===== src/rtl/irda_sir_receiver_pkg.sv =====
// Shared constants and types for the SIR receive path.
//   rx_state_e      : receive FSM state encoding (3 bits)
//   IRDA_SIR_OVERSAMPLE : oversample ticks per NRZ bit
//   SIR_MID_IDX     : tick index used to re-check the start bit mid-bit
//   SIR_LAST_IDX    : last tick index of a bit period (data/stop sample point)
package irda_sir_receiver_pkg;

  typedef enum logic [2:0] {
    ST_IDLE      = 3'd0,
    ST_START     = 3'd1,
    ST_DATA      = 3'd2,
    ST_STOP      = 3'd3,
    ST_WAIT_HIGH = 3'd4
  } rx_state_e;

  localparam int         IRDA_SIR_OVERSAMPLE = 16;
  localparam logic [3:0] SIR_MID_IDX         = 4'd7;
  localparam logic [3:0] SIR_LAST_IDX        = 4'(IRDA_SIR_OVERSAMPLE - 1);

endpackage


===== src/rtl/irda_sir_receiver_fifo.sv =====
// Small receive FIFO between the SIR frame extractor and the register layer.
// Ports:
//   clk, wb_rst_i : clock, asynchronous active-high reset
//   push_i/din_i  : write request and entry {ferr, data}
//   pop_i         : consumer accepts the head entry (ignored while empty)
//   dout_o        : head entry, combinational from storage
//   valid_o       : FIFO not empty
//   overrun_o     : sticky, set when a push is dropped because the FIFO is full
//   ovr_clr_i     : clears overrun_o; a simultaneous new overrun wins
module irda_rx_fifo #(
  parameter int WIDTH = 9,
  parameter int DEPTH = 4
) (
  input  logic             clk,
  input  logic             wb_rst_i,
  input  logic             push_i,
  input  logic [WIDTH-1:0] din_i,
  input  logic             pop_i,
  output logic [WIDTH-1:0] dout_o,
  output logic             valid_o,
  output logic             overrun_o,
  input  logic             ovr_clr_i
);

  localparam int PTR_W = $clog2(DEPTH);
  localparam int CNT_W = $clog2(DEPTH + 1);

  logic [WIDTH-1:0] mem_q [DEPTH];
  logic [PTR_W-1:0] wr_ptr_q, wr_ptr_d;
  logic [PTR_W-1:0] rd_ptr_q, rd_ptr_d;
  logic [CNT_W-1:0] count_q, count_d;
  logic             overrun_q, overrun_d;
  logic             full, empty, pop_ok, push_ok, ovr_set;

  assign full    = (count_q == CNT_W'(DEPTH));
  assign empty   = (count_q == {CNT_W{1'b0}});
  assign pop_ok  = pop_i && !empty;
  // A push into a full FIFO still fits when the head leaves in the same cycle.
  assign push_ok = push_i && (!full || pop_ok);
  assign ovr_set = push_i && full && !pop_ok;

  assign dout_o    = mem_q[rd_ptr_q];
  assign valid_o   = !empty;
  assign overrun_o = overrun_q;

  // Next-state for pointers, occupancy and the sticky overrun flag.
  always_comb begin
    wr_ptr_d  = wr_ptr_q;
    rd_ptr_d  = rd_ptr_q;
    count_d   = count_q;
    overrun_d = overrun_q;
    if (push_ok) wr_ptr_d = wr_ptr_q + PTR_W'(1);
    else         wr_ptr_d = wr_ptr_q;
    if (pop_ok)  rd_ptr_d = rd_ptr_q + PTR_W'(1);
    else         rd_ptr_d = rd_ptr_q;
    case ({push_ok, pop_ok})
      2'b10:   count_d = count_q + CNT_W'(1);
      2'b01:   count_d = count_q - CNT_W'(1);
      default: count_d = count_q;
    endcase
    if (ovr_set)        overrun_d = 1'b1;
    else if (ovr_clr_i) overrun_d = 1'b0;
    else                overrun_d = overrun_q;
  end

  // Control registers.
  always_ff @(posedge clk or posedge wb_rst_i) begin
    if (wb_rst_i) begin
      wr_ptr_q  <= {PTR_W{1'b0}};
      rd_ptr_q  <= {PTR_W{1'b0}};
      count_q   <= {CNT_W{1'b0}};
      overrun_q <= 1'b0;
    end else begin
      wr_ptr_q  <= wr_ptr_d;
      rd_ptr_q  <= rd_ptr_d;
      count_q   <= count_d;
      overrun_q <= overrun_d;
    end
  end

  // Entry storage; cleared on reset so the head reads zero when empty.
  always_ff @(posedge clk or posedge wb_rst_i) begin
    if (wb_rst_i) begin
      for (int i = 0; i < DEPTH; i++) mem_q[i] <= {WIDTH{1'b0}};
    end else if (push_ok) begin
      mem_q[wr_ptr_q] <= din_i;
    end
  end

endmodule


===== src/rtl/irda_sir_receiver.sv =====
// SIR receiver: extracts start / DATA_BITS (LSB first) / stop frames from the
// decoded NRZ stream (16 ticks per bit) and queues {frame_err, data} entries.
// Ports:
//   clk, wb_rst_i          : clock, asynchronous active-high reset
//   fast_enable            : 16x-baud tick strobe
//   fast_mode, tx_select   : either one holds the receiver idle (aborts a frame)
//   sir_dec_i              : decoded NRZ bit, idle high
//   data_o, frame_err_o    : FIFO head entry
//   valid_o / ready_i      : FIFO head handshake
//   overrun_o / ovr_clr_i  : sticky dropped-frame flag and its clear
//   rx_busy_o              : registered, FSM outside IDLE
module irda_sir_receiver
  import irda_sir_receiver_pkg::*;
#(
  parameter int DATA_BITS  = 8,
  parameter int FIFO_DEPTH = 4
) (
  input  logic                 clk,
  input  logic                 wb_rst_i,
  input  logic                 fast_enable,
  input  logic                 fast_mode,
  input  logic                 tx_select,
  input  logic                 sir_dec_i,
  output logic [DATA_BITS-1:0] data_o,
  output logic                 frame_err_o,
  output logic                 valid_o,
  input  logic                 ready_i,
  output logic                 overrun_o,
  input  logic                 ovr_clr_i,
  output logic                 rx_busy_o
);

  localparam int BIDX_W = $clog2(DATA_BITS + 1);

  rx_state_e            state_q, state_d;
  logic [3:0]           cnt_q, cnt_d;
  logic [BIDX_W-1:0]    bitidx_q, bitidx_d;
  logic [DATA_BITS-1:0] shift_q, shift_d;
  logic                 rx_busy_q;
  logic                 tick, abort, rx_push;
  logic [DATA_BITS:0]   push_data;
  logic [DATA_BITS:0]   head;

  assign abort     = tx_select || fast_mode;
  assign tick      = fast_enable && !abort;
  assign push_data = {!sir_dec_i, shift_q};

  // Frame FSM next-state, counters, shift register and push strobe.
  always_comb begin
    state_d  = state_q;
    cnt_d    = cnt_q;
    bitidx_d = bitidx_q;
    shift_d  = shift_q;
    rx_push  = 1'b0;
    if (abort) begin
      state_d  = ST_IDLE;
      cnt_d    = 4'd0;
      bitidx_d = {BIDX_W{1'b0}};
      shift_d  = {DATA_BITS{1'b0}};
    end else if (tick) begin
      case (state_q)
        ST_IDLE: begin
          if (!sir_dec_i) begin
            state_d = ST_START;
            cnt_d   = 4'd0;
          end else begin
            state_d = ST_IDLE;
          end
        end
        ST_START: begin
          if (cnt_q == SIR_MID_IDX) begin
            // Mid-bit re-check rejects glitches shorter than half a bit.
            if (!sir_dec_i) begin
              state_d  = ST_DATA;
              cnt_d    = 4'd0;
              bitidx_d = {BIDX_W{1'b0}};
            end else begin
              state_d = ST_IDLE;
            end
          end else begin
            cnt_d = cnt_q + 4'd1;
          end
        end
        ST_DATA: begin
          if (cnt_q == SIR_LAST_IDX) begin
            // Right shift: the first data bit lands in the LSB.
            shift_d  = {sir_dec_i, shift_q[DATA_BITS-1:1]};
            cnt_d    = 4'd0;
            bitidx_d = bitidx_q + BIDX_W'(1);
            if (bitidx_q == BIDX_W'(DATA_BITS - 1)) state_d = ST_STOP;
            else                                    state_d = ST_DATA;
          end else begin
            cnt_d = cnt_q + 4'd1;
          end
        end
        ST_STOP: begin
          if (cnt_q == SIR_LAST_IDX) begin
            rx_push = 1'b1;
            cnt_d   = 4'd0;
            // A low stop bit may be a break; wait for the line to recover.
            if (sir_dec_i) state_d = ST_IDLE;
            else           state_d = ST_WAIT_HIGH;
          end else begin
            cnt_d = cnt_q + 4'd1;
          end
        end
        ST_WAIT_HIGH: begin
          if (sir_dec_i) state_d = ST_IDLE;
          else           state_d = ST_WAIT_HIGH;
        end
        default: begin
          state_d  = ST_IDLE;
          cnt_d    = 4'd0;
          bitidx_d = {BIDX_W{1'b0}};
          shift_d  = {DATA_BITS{1'b0}};
        end
      endcase
    end else begin
      state_d = state_q;
    end
  end

  // FSM, counter and shift register state; busy lags the FSM by one cycle.
  always_ff @(posedge clk or posedge wb_rst_i) begin
    if (wb_rst_i) begin
      state_q   <= ST_IDLE;
      cnt_q     <= 4'd0;
      bitidx_q  <= {BIDX_W{1'b0}};
      shift_q   <= {DATA_BITS{1'b0}};
      rx_busy_q <= 1'b0;
    end else begin
      state_q   <= state_d;
      cnt_q     <= cnt_d;
      bitidx_q  <= bitidx_d;
      shift_q   <= shift_d;
      rx_busy_q <= (state_q != ST_IDLE);
    end
  end

  irda_rx_fifo #(
    .WIDTH (DATA_BITS + 1),
    .DEPTH (FIFO_DEPTH)
  ) u_fifo (
    .clk       (clk),
    .wb_rst_i  (wb_rst_i),
    .push_i    (rx_push),
    .din_i     (push_data),
    .pop_i     (ready_i),
    .dout_o    (head),
    .valid_o   (valid_o),
    .overrun_o (overrun_o),
    .ovr_clr_i (ovr_clr_i)
  );

  assign data_o      = head[DATA_BITS-1:0];
  assign frame_err_o = head[DATA_BITS];
  assign rx_busy_o   = rx_busy_q;

endmodule

===== config.mk =====
export PLATFORM = sky130hd
export DESIGN_NAME = irda_sir_receiver
export DESIGN_NICKNAME = d
export VERILOG_FILES = /design/src/rtl/irda_sir_receiver_pkg.sv /design/src/rtl/irda_sir_receiver_fifo.sv /design/src/rtl/irda_sir_receiver.sv
export SDC_FILE = /design/constraint.sdc
export NUM_CORES = 1
export LEC_CHECK = 0
export BUFFER_PORTS_ARGS = -buffer_cell sky130_fd_sc_hd__buf_2
export CORE_MARGIN = 5
export CORE_UTILIZATION = 50
export DETAILED_ROUTE_END_ITERATION = 10
export GPL_ROUTABILITY_DRIVEN = 0
export PLACE_DENSITY = 0.77
export SLEW_MARGIN = 25
export SYNTH_ARGS = -nofsm -noshare
export SYNTH_HDL_FRONTEND = slang
export SYNTH_HIERARCHICAL = 1
export SYNTH_SLANG_ARGS = --single-unit

===== constraint.sdc =====
create_clock -name clk -period 2.75 [get_ports clk]
set_clock_uncertainty 0.15 [all_clocks]
set_input_delay 0.1375 -clock clk [delete_from_list [all_inputs] [get_ports clk]]
set_output_delay 0.1375 -clock clk [all_outputs]
set_load 0.03 [all_outputs]

==> metrics.yaml <==
status: "completed"
final_max_slew_viol_count: 0
fin_crit_ps: 2630
leakage_nw: 1.79
maxCapViolations: 0
hpwlAfterDp_um: 4290
port_buffers: 19
drt_iter0_markers: 138
ys_seq_area_share_pct: 50.1
ys.flop_type: "dfrtp_1"
drt_pre_antenna_iters: 4
ff2ff_setup_slack_ps: 160
total_power_mw: 2.29
grt_pass1_wl_um: 11000
relSlewSlack_pct: 47.3
htreeDepth: 3
switchingPower_mw: 0.636
die_w_um: 89.9
power_frac_clock_pct: 39.8
cp-end-kind: "flop"
synth_most_common_cell: "dfrtp_1"
core_um2: 6280
met1_usage_pct: 23.3
grt_use_met2_pct: 26.2
clock-root-buffer: "clkbuf_8"
rsz0062_at_grt: "false"
pwr_density_cell_nw_per_um2: 614
fin_util_pct: 59.4
boundaryPins: 20
synth_top_cell_area_share_pct: 50.1
area_growth_pct: 16.6
routed_via_density: 5.57
path_clk_slew_ps: 70
postRouteAntennaNets: 0
cts_tree: "built"
yosys.area.top_type: "dfrtp_1"
clkLatencyLatePin_ps: 330
cp-start-kind: "input port"
synth_edf_count: 0
wl_um: 6310
antenna_found_initial: 0
chipHeight_um: 89.9
clk_path_buf_depth: 2
hp-start: "fast_enable"
reg2reg_to: "u_fifo/count_q[2]$_DFFE_PP0P_"
rows: 29
cts_sinks: 64
seqPwrFrac_pct: 48.1
r2r_start: "state_q[2]$_DFFE_PP0P_"
arrival_ps: 2700
peakVddDrop_uv: 412
grt_util_met3_pct: 2.75
start_util_pct: 50.9
grt_max_degree: 24
intPower_mw: 1.65
grt.total_usage_pct: 17.0
hold_end: "state_q[1]$_DFFE_PP0P_"
cp_max_fo: 4
combPwrFrac_pct: 12.1
yosys-top-cells-area: "dfrtp_1, mux2_2, mux4_2, mux2i_1, ha_1"
fin_hold_ws_ps: 31.1
avgRoutedWirePerCell_um: 16.5
min_path_type: "in -> reg"
postSynthAreaPerCell_um2: 12.2
final_nets: 317
whs_path_depth: 3
critPathRequiredTime_ps: 2820
vias: 2132
post-cts-setup-buffers: 0
fillerInstances: 528
grt_pass1_vias: 2195
dieArea_um2: 8090
async_flop_share_pct: 100
multi_input_area_um2: 1480
setup_tns_ps: 0
syn_area_um2: 3200
period_share_pct: 95.5
drc: 0
ys_ff_latch: 64
synth-warning-count: 6
synthTopCellsByCount: "dfrtp_1, mux2_2, inv_1"
setup_violations: 0
antennaDiodeCount: 0
finalHoldViolCount: 0
synth_cells: 261
numCtsBuffers: 9
grt-ovfl-total: 0
synth.distinct_cells: 47
busiest_layer: "met2"
drive_gt1_share_pct: 35.9
regArea_um2: 1600
synth_nets: 277
max_slew.worst_pin.slew_ps: 790
swShare_pct: 27.8
max_freq_ghz: 0.381
reg2reg_depth: 9
crit_type: "in -> reg"
## repair_timing
| action | 4_1_cts | 5_1_grt |
|---|---|---|
| gates resized for setup | 0 | 1 |
| setup endpoints to repair | 0 | 1 |
| hold endpoints to repair | 45 | 0 |
| hold buffers | 5 | 0 |
## critical path: stages
cell and delay (ps):
dlygate4sd3_1 530, buf_2 130, or4b_1 550, nor2_1 190
or2b_2 360, ha_1 210, inv_1 70, fa_1 170
xor2_1 140, nor2_1 60, xor2_1 140
## state kept, by name, indices dropped and copies added (netlist names)
register and cells:
u_fifo/count_q 3, u_fifo/rd_ptr_q 2, u_fifo/overrun_o 1, cnt_q 4, shift_q 8, u_fifo/mem_q 36, bitidx_q 4, rx_busy_o 1
u_fifo/wr_ptr_q 2, state_q 3
## cell usage in the layout, fill, tap and decap left out, types with 2 or more instances in the layout
| cell | synthesis | routed |
|---|---|---|
| nor2_1 | 7 | 7 |
| a31oi_1 | 4 | 4 |
| buf_4 | 0 | 13 |
| nand2_1 | 21 | 21 |
| or2_2 | 2 | 2 |
| or4b_1 | 2 | 2 |
| inv_1 | 22 | 21 |
| nand3_1 | 9 | 9 |
| xnor2_1 | 4 | 4 |
| bufinv_16 | 0 | 2 |
| xor2_1 | 3 | 3 |
| o311ai_0 | 2 | 2 |
| buf_2 | 5 | 19 |
| o21ai_0 | 9 | 9 |
| dlygate4sd3_1 | 0 | 5 |
| mux4_2 | 9 | 9 |
| and3_1 | 4 | 3 |
| mux2i_1 | 10 | 10 |
| clkinv_4 | 0 | 4 |
| nor3_1 | 2 | 2 |
| mux2_2 | 38 | 38 |
| a21oi_1 | 4 | 4 |
| clkbuf_8 | 0 | 9 |
| nor2b_1 | 2 | 2 |
| dfrtp_1 | 64 | 64 |
| ha_1 | 7 | 7 |
| nor2_2 | 4 | 4 |
## per-stage QoR
stage / instances / setup WS [ps] / cell area, um^2
2_1_floorplan: 261 / 31.0 / 3200
3_3_place_gp: 362 / 208 / 3450
3_5_place_dp: 362 / 164 / 3450
4_1_cts: 383 / 126 / 3730
5_1_grt: 383 / 23.8 / 3730
6_report: 383 / 125 / 3730
## cells by family (layout without fill, tap and decap cells)
kind of cell,Yosys count,in the layout,share of synthesized area [%]
XOR/XNOR,7,7,1.92
buffers and inverters,30,75,3.72
multiplexers,57,57,22.9
AO/OA/AOI/OAI,31,31,6.89
flip-flops,64,64,50.1
adder cells (fa/ha/maj),8,8,3.37
AND/OR/NAND/NOR,64,64,11.1
## per-layer routing
layer / wire [um] / share of wire [%] / vias up
met2: 3180 / 50 / 50
met3: 247 / 3.9 / 4
met4: 74 / 1.2 / 0
met1: 2810 / 44 / 1063
met5: 0 / 0 / -
li1: - / - / 1015
## worst max path at each step
stage / startpoint / to / slack [ps] / depth (start not counted)
finish: tx_select / u_fifo/count_q[2]$_DFFE_PP0P_ / 120 / 11
global placement: state_q[2]$_DFFE_PP0P_ / u_fifo/count_q[2]$_DFFE_PP0P_ / 210 / 9
detailed placement: state_q[2]$_DFFE_PP0P_ / u_fifo/count_q[2]$_DFFE_PP0P_ / 160 / 9
global route: cnt_q[1]$_DFFE_PP0P_ / u_fifo/count_q[2]$_DFFE_PP0P_ / 20 / 11
floorplan: state_q[2]$_DFFE_PP0P_ / u_fifo/count_q[2]$_DFFE_PP0P_ / 30 / 10
CTS: tx_select / u_fifo/count_q[2]$_DFFE_PP0P_ / 130 / 11
## final cells by class
class                      instances  area share (%)
sequential                        64            43.0
multi-input combinational        167            39.6
timing repair buffer              37            6.51
clock buffer                       9            3.32
clock inverter                     7            2.79
tap                               77            2.58
inverter                          22            2.22
## power by group through the flow
stage          Clock, mW  Combinational (mW)  Sequential (mW)
3_3_place_gp           0               0.260             1.12
2_1_floorplan          0               0.275             1.04
4_1_cts            0.936               0.280             1.11
5_1_grt            0.975               0.312             1.12
3_5_place_dp           0               0.275             1.12
6_report           0.910               0.277             1.10
(Power assumes the default switching activity.)
